`src/rtl/iir_ctrl.sv`:
```
// iir_ctrl: sequences samples into an external IIR filter and
// buffers its results in a small credit-protected output FIFO.
module iir_ctrl #(
   parameter int OUT_DEPTH = 4,
   parameter int FLUSH_LEN = 12
) (
   input  logic       clk,
   input  logic       reset,
   input  logic       in_valid,
   input  logic [7:0] in_data,
   output logic       in_ready,
   output logic       out_valid,
   output logic [9:0] out_data,
   input  logic       out_ready,
   input  logic       flush,
   output logic       busy,
   output logic [7:0] iir_x,
   output logic       iir_reset,
   input  logic [9:0] iir_y
);

   localparam int AW = (OUT_DEPTH > 1) ? $clog2(OUT_DEPTH) : 1;
   localparam int CW = $clog2(OUT_DEPTH + 1);
   localparam logic [CW:0] DEPTH_W = (CW + 1)'(OUT_DEPTH);
   localparam logic [7:0] FLEN = 8'(FLUSH_LEN);
   localparam logic [7:0] FLEN_M1 = 8'(FLUSH_LEN - 1);

   typedef enum logic [1:0] {
      INIT,
      RUN,
      FLUSH
   } state_t;

   state_t      state, state_nxt;
   logic [1:0]  init_cnt, init_cnt_nxt;
   logic [7:0]  fcnt, fcnt_nxt;
   logic        iir_reset_nxt;
   logic        pend1, pend2;
   logic [CW-1:0] count;
   logic [AW-1:0] rd_ptr, wr_ptr;
   logic [9:0]  mem [OUT_DEPTH];
   logic [CW:0] credit;
   logic        accept, push, pop;

   // Every in-flight sample already owns a FIFO slot.
   assign credit = {1'b0, count}
                 + {{CW{1'b0}}, pend1}
                 + {{CW{1'b0}}, pend2};

   assign in_ready  = (state == RUN) && !flush && (credit < DEPTH_W);
   assign accept    = in_valid && in_ready;
   assign push      = pend2;
   assign out_valid = (count != '0);
   assign pop       = out_valid && out_ready;
   assign out_data  = out_valid ? mem[rd_ptr] : '0;
   assign busy      = (state != RUN);

   always_comb begin
      state_nxt     = state;
      init_cnt_nxt  = init_cnt;
      fcnt_nxt      = fcnt;
      iir_reset_nxt = 1'b0;
      unique case (state)
         INIT: begin
            if (init_cnt == 2'd2) begin
               state_nxt = RUN;
            end else begin
               init_cnt_nxt  = init_cnt + 2'd1;
               iir_reset_nxt = 1'b1;
            end
         end
         RUN: begin
            if (flush) begin
               state_nxt = FLUSH;
               fcnt_nxt  = '0;
            end
         end
         FLUSH: begin
            // Drain counting starts only once the pipeline is empty.
            if (fcnt == FLEN) begin
               state_nxt = RUN;
            end else if (!pend1 && !pend2) begin
               fcnt_nxt      = fcnt + 8'd1;
               iir_reset_nxt = (fcnt == FLEN_M1);
            end
         end
         default: state_nxt = INIT;
      endcase
   end

   always_ff @(posedge clk) begin
      if (reset) begin
         state     <= INIT;
         init_cnt  <= '0;
         fcnt      <= '0;
         pend1     <= 1'b0;
         pend2     <= 1'b0;
         iir_x     <= '0;
         iir_reset <= 1'b1;
         count     <= '0;
         rd_ptr    <= '0;
         wr_ptr    <= '0;
      end else begin
         state     <= state_nxt;
         init_cnt  <= init_cnt_nxt;
         fcnt      <= fcnt_nxt;
         pend1     <= accept;
         pend2     <= pend1;
         iir_x     <= accept ? in_data : '0;
         iir_reset <= iir_reset_nxt;
         if (push) wr_ptr <= wr_ptr + AW'(1);
         if (pop)  rd_ptr <= rd_ptr + AW'(1);
         unique case ({push, pop})
            2'b10:   count <= count + CW'(1);
            2'b01:   count <= count - CW'(1);
            default: count <= count;
         endcase
      end
   end

   always_ff @(posedge clk) begin
      if (push) mem[wr_ptr] <= iir_y;
   end

endmodule
```
`config.mk`:
```
export PLATFORM = sky130hd
export DESIGN_NAME = iir_ctrl
export DESIGN_NICKNAME = d
export VERILOG_FILES = /design/src/rtl/iir_ctrl.sv
export SDC_FILE = /design/constraint.sdc
export NUM_CORES = 1
export LEC_CHECK = 0
export BUFFER_PORTS_ARGS = -buffer_cell sky130_fd_sc_hd__buf_2
export CAP_MARGIN = 5
export CORE_UTILIZATION = 55
export CTS_CLUSTER_DIAMETER = 40
export DETAILED_ROUTE_END_ITERATION = 7
export GPL_TIMING_DRIVEN = 0
export PLACE_DENSITY = 0.84
export SKIP_CTS_REPAIR_TIMING = 1
export SYNTH_ARGS = -nofsm -noshare
export SYNTH_HDL_FRONTEND = slang
export SYNTH_SLANG_ARGS = --single-unit
```
`constraint.sdc`:
```
create_clock -name clk -period 5.01 [get_ports clk]
set_input_delay 1.002 -clock clk [delete_from_list [all_inputs] [get_ports clk]]
set_output_delay 1.002 -clock clk [all_outputs]
set_load 0.01 [all_outputs]
```
* Word level (Yosys, flattened, before mapping) *
Memory sizes are Yosys's and may differ from the RTL's. A register that Yosys moved wholly into a read port is not among the register bits.
Cells that the tools add are included.

storage, ports and cells
  flip-flop bits (word level) = 30
  RAM bits = 40
  input bits = 23
  output and inout bits = 22
  word-level logic and storage cells = 69
  memories kept = 1

operators by class
  add/sub/neg operators = 8
  order comparisons = 1
  eq/ne operators = 13
  mux-type cells = 18
  bitwise logic cells = 2
  reduce and logical (&&, ||, !) cells = 16

memory list
  name  words  bits a word  rd ports  clocked after memory_dff  wr ports  line  source
  mem   4      10           1         1                         1         41    logic [9:0] mem [OUT_DEPTH];

operator list
  operator               count
  $mux W8                3
  $eq A8 B4 Y1 const B   2
  $pmux W8 S2            1
  $mux W10               1
  $mux W2                5
  $ne A2 B2 Y1 const B   5
  $add A8 B1 Y8 const B  1
  $add A2 B1 Y2 const B  3
  $eq A2 B2 Y1 const B   3
  $pmux W2 S3            1
  $pmux W3 S2            1
  $logic_and A1 B1 Y1    5
  $mux W1                5
  $add A3 B1 Y4          1
  $add A4 B1 Y4          1
  $eq A2 B1 Y1 const B   2
  $lt A4 B3 Y1 const B   1
  $reduce_and A4 Y1      1
  $reduce_bool A2 Y1     2
  $add A3 B1 Y3 const B  1
  $logic_not A1 Y1       3
  $reduce_and A3 Y1      1
  $reduce_bool A3 Y1     1
  $sub A3 B1 Y3 const B  1
  6 further kinds        7

* Logic depth before layout (Yosys ltp) *
  depth in word-level cells = 7
  mapped depth = 8
  depth with buffers taken out = 8

* Worst setup path after synthesis *
Ideal clock, no wire load.

  kind = input -> output
  from = input port flush
  to = output port in_ready
  data arrival time = 1,463 ps
  setup slack = 2,545 ps
  cell stages on the path = 1
  cells stage by stage = a2111oi_2

on the way
  word-level cells in the longest chain between the ends = 3

ends and longest elaborated chain
  what                               line  source
  start, declared                    15    input logic flush,
  $logic_not A1 Y1                   50    assign in_ready = (state == RUN) && !flush && (credit < DEPTH_W);
  $logic_and A1 B1 Y1 (2 in series)  50
  end, declared                      11    output logic in_ready,

Every way passes these cells.

==> impl_metrics.toml <==
[cts]
htreeDepth = 3
root_buffer = "clkbuf_8"
cts_buffer_depth = 2
clk_latency_ns = 0.34
cts_made_buffers = 9
numClockSinks = 72
path_clk_slew_ns = 0.07
cts_tree = "done"

[route]
firstDrtPassIters = 4
routed_wl_um = 4910
drtIter0Drc = 61
wl_per_cell_um = 14.2
viasPerCell = 5.24
antenna_left = 0
route.vias.total = 1812
drc = 0

[global_route]
grt_pass1_vias = 1794
overflow = 0
antenna_found_initial = 0
grt_use_total_pct = 19.4
grt_pass1_wl_um = 7870
grt_max_degree = 13

[power]
p_leak_nw = 1.32
total_power_mw = 1.23
peakVddDrop_mv = 0.309
p_per_area_nw_per_um2 = 353

[place]
place_congestion = 0.782
dp_hpwl_um = 3440
place_ws_ns = 2.31
io_buffer_count = 44

[cells_and_area]
mostFrequentLayoutCells = "buf_2, edfxtp_1, dfxtp_1"
drive_above_1_share_pct = 29.0
final_nets = 304
layout_commonest_cell = "buf_2"
num_antenna_cells = 0
syn_to_final_growth_pct = 17.3

[synthesis]
synth_area_leaders = "edfxtp_1, dfxtp_1, mux4_2, and2_1, ha_1"
synth.top_cell.area_share_pct = 40.4
synth_cell_types = 47
synth_warnings = 0
async_flop_share_pct = 0
synth_cells = 216
synth.largest_area_cell = "edfxtp_1"
syn-num-nets = 249
synth_edf_count = 40
synthFlopType = "edfxtp_1"
ys_seq_elements = 72
avgSynthCellArea_um2 = 13.8
ys_seq_area_share_pct = 62.0
mappedNetlistArea_um2 = 2970

[die]
core-area_um2 = 5140
fp.dieArea_um2 = 5700
dieWidth_um = 75.5
initial_core_util_pct = 57.8
io_pins = 45
row_count = 26
fp.dieH_um = 75.5

[run]
drv_cap = 0

[timing]
drv_slew = 0
hold_viol_final = 0
setup_viol = 0
fin_setup_tns_ns = 0
fin_skew_ns = 0.00543
period_share_pct = 56.5
slew_headroom_pct = 59.6
setup_ws_ns = 2.18
rsz0062_at_grt = "false"
max_freq_mhz = 353
worst_pin_slew_ns = 0.606
min_period_ns = 2.83

[worst_setup_path]
cp.arrival_ns = 1.83
crit_required_ns = 4.01
cp_slowest_cell = "buf_1"
crit_type = "flip-flop to primary output"
cp_max_fo = 10
max_stage_delay_ns = 0.47
end_kind = "primary output"
path_cells = "buf_1 > mux4_2 > and2_1 > buf_2"
cp-start-kind = "flip-flop"

[run_status]
status = "finished clean"

[min_path]
holdCritPathClass = "flip-flop to flip-flop"
## worst max-delay path, delay by kind of cell (launching register included)
kind | cells | cell delay [ns]
AND/OR/NAND/NOR | 1 | 0.17
multiplexers | 1 | 0.39
buffers and inverters | 2 | 0.60
flip-flops | 1 | 0.31
## sequential cells by signal, indices dropped and copies added, names as in the netlist, named ones only
name / cells
rd_ptr: 2
iir_reset: 1
pend2: 1
mem: 40
init_cnt: 2
wr_ptr: 2
pend1: 1
iir_x: 8
count: 3
fcnt: 8
state: 2
## cell type report
cell class | instances | area, um2
Tap cell | 70 | 87.6
Clock buffer | 12 | 135
Timing Repair Buffer | 44 | 220
Buffer | 9 | 45.0
Multi-Input combinational cell | 125 | 1050
Clock inverter | 4 | 70.1
Fill cell | 389 | 1660
Inverter | 10 | 37.5
Sequential cell | 72 | 1840
## final timing paths
path                                end                   from  slack (ns)  cells after the start
setup / recovery            out_data[4]              flip-flop        2.18                      4
hold / removal     fcnt[7]$_SDFFE_PP0P_   fcnt[7]$_SDFFE_PP0P_        0.49                      1
setup reg to reg  count[2]$_SDFFE_PP0P_  count[0]$_SDFFE_PP0P_        2.93                      8
hold reg to reg    fcnt[7]$_SDFFE_PP0P_   fcnt[7]$_SDFFE_PP0P_        0.49                      1
## cells by family after synthesis
family	Yosys count	share of synthesized area, %
flops	72	62.0
simple gates	70	13.5
compound gates	26	6.86
buf+inv	19	2.78
mux	13	8.63
fa+ha+maj	10	4.46
xor+xnor	6	1.77
## report_power, final
part	internal [mW]	switching [mW]
Combinational	0.0512	0.0578
Clock	0.279	0.195
Sequential	0.639	0.00942
Total	0.969	0.262
## cell usage after synthesis (all sizes together) (2+ instances only)
| library cell | instances |
|---|---|
| a31oi | 4 |
| xor2 | 3 |
| clkbuf | 4 |
| nor4 | 2 |
| a2111oi | 2 |
| a21oi | 8 |
| nand2b | 2 |
| and3 | 2 |
| nand3 | 4 |
| mux4 | 10 |
| dfxtp | 32 |
| and3b | 2 |
| inv | 10 |
| or3 | 2 |
| nor2 | 16 |
| and2 | 24 |
| nand2 | 7 |
| buf | 5 |
| o21ai | 4 |
| edfxtp | 40 |
| xnor2 | 3 |
| nand3b | 2 |
| ha | 9 |
| mux2i | 2 |
## layer usage
metal	vias up	share of wire, %	global-route usage (%)
li1	894	-	-
met1	861	43	22.2
met2	47	51	34.2
met3	10	3.9	3.97
met4	0	2.0	10.5
met5	-	0	0
## through the flow
stage                     std cells  utilization (%)  area, um2  hold slack (ns)
after floorplan                 216                -       2970            0.449
after global placement          330             63.8       3280            0.467
after detailed placement        330             63.8       3280            0.481
after CTS                       346             67.8       3480            0.490
after global routing            346             67.8       3480            0.526
final                           346             67.8       3480            0.492
No activity file was read; power rests on OpenSTA's default activity.
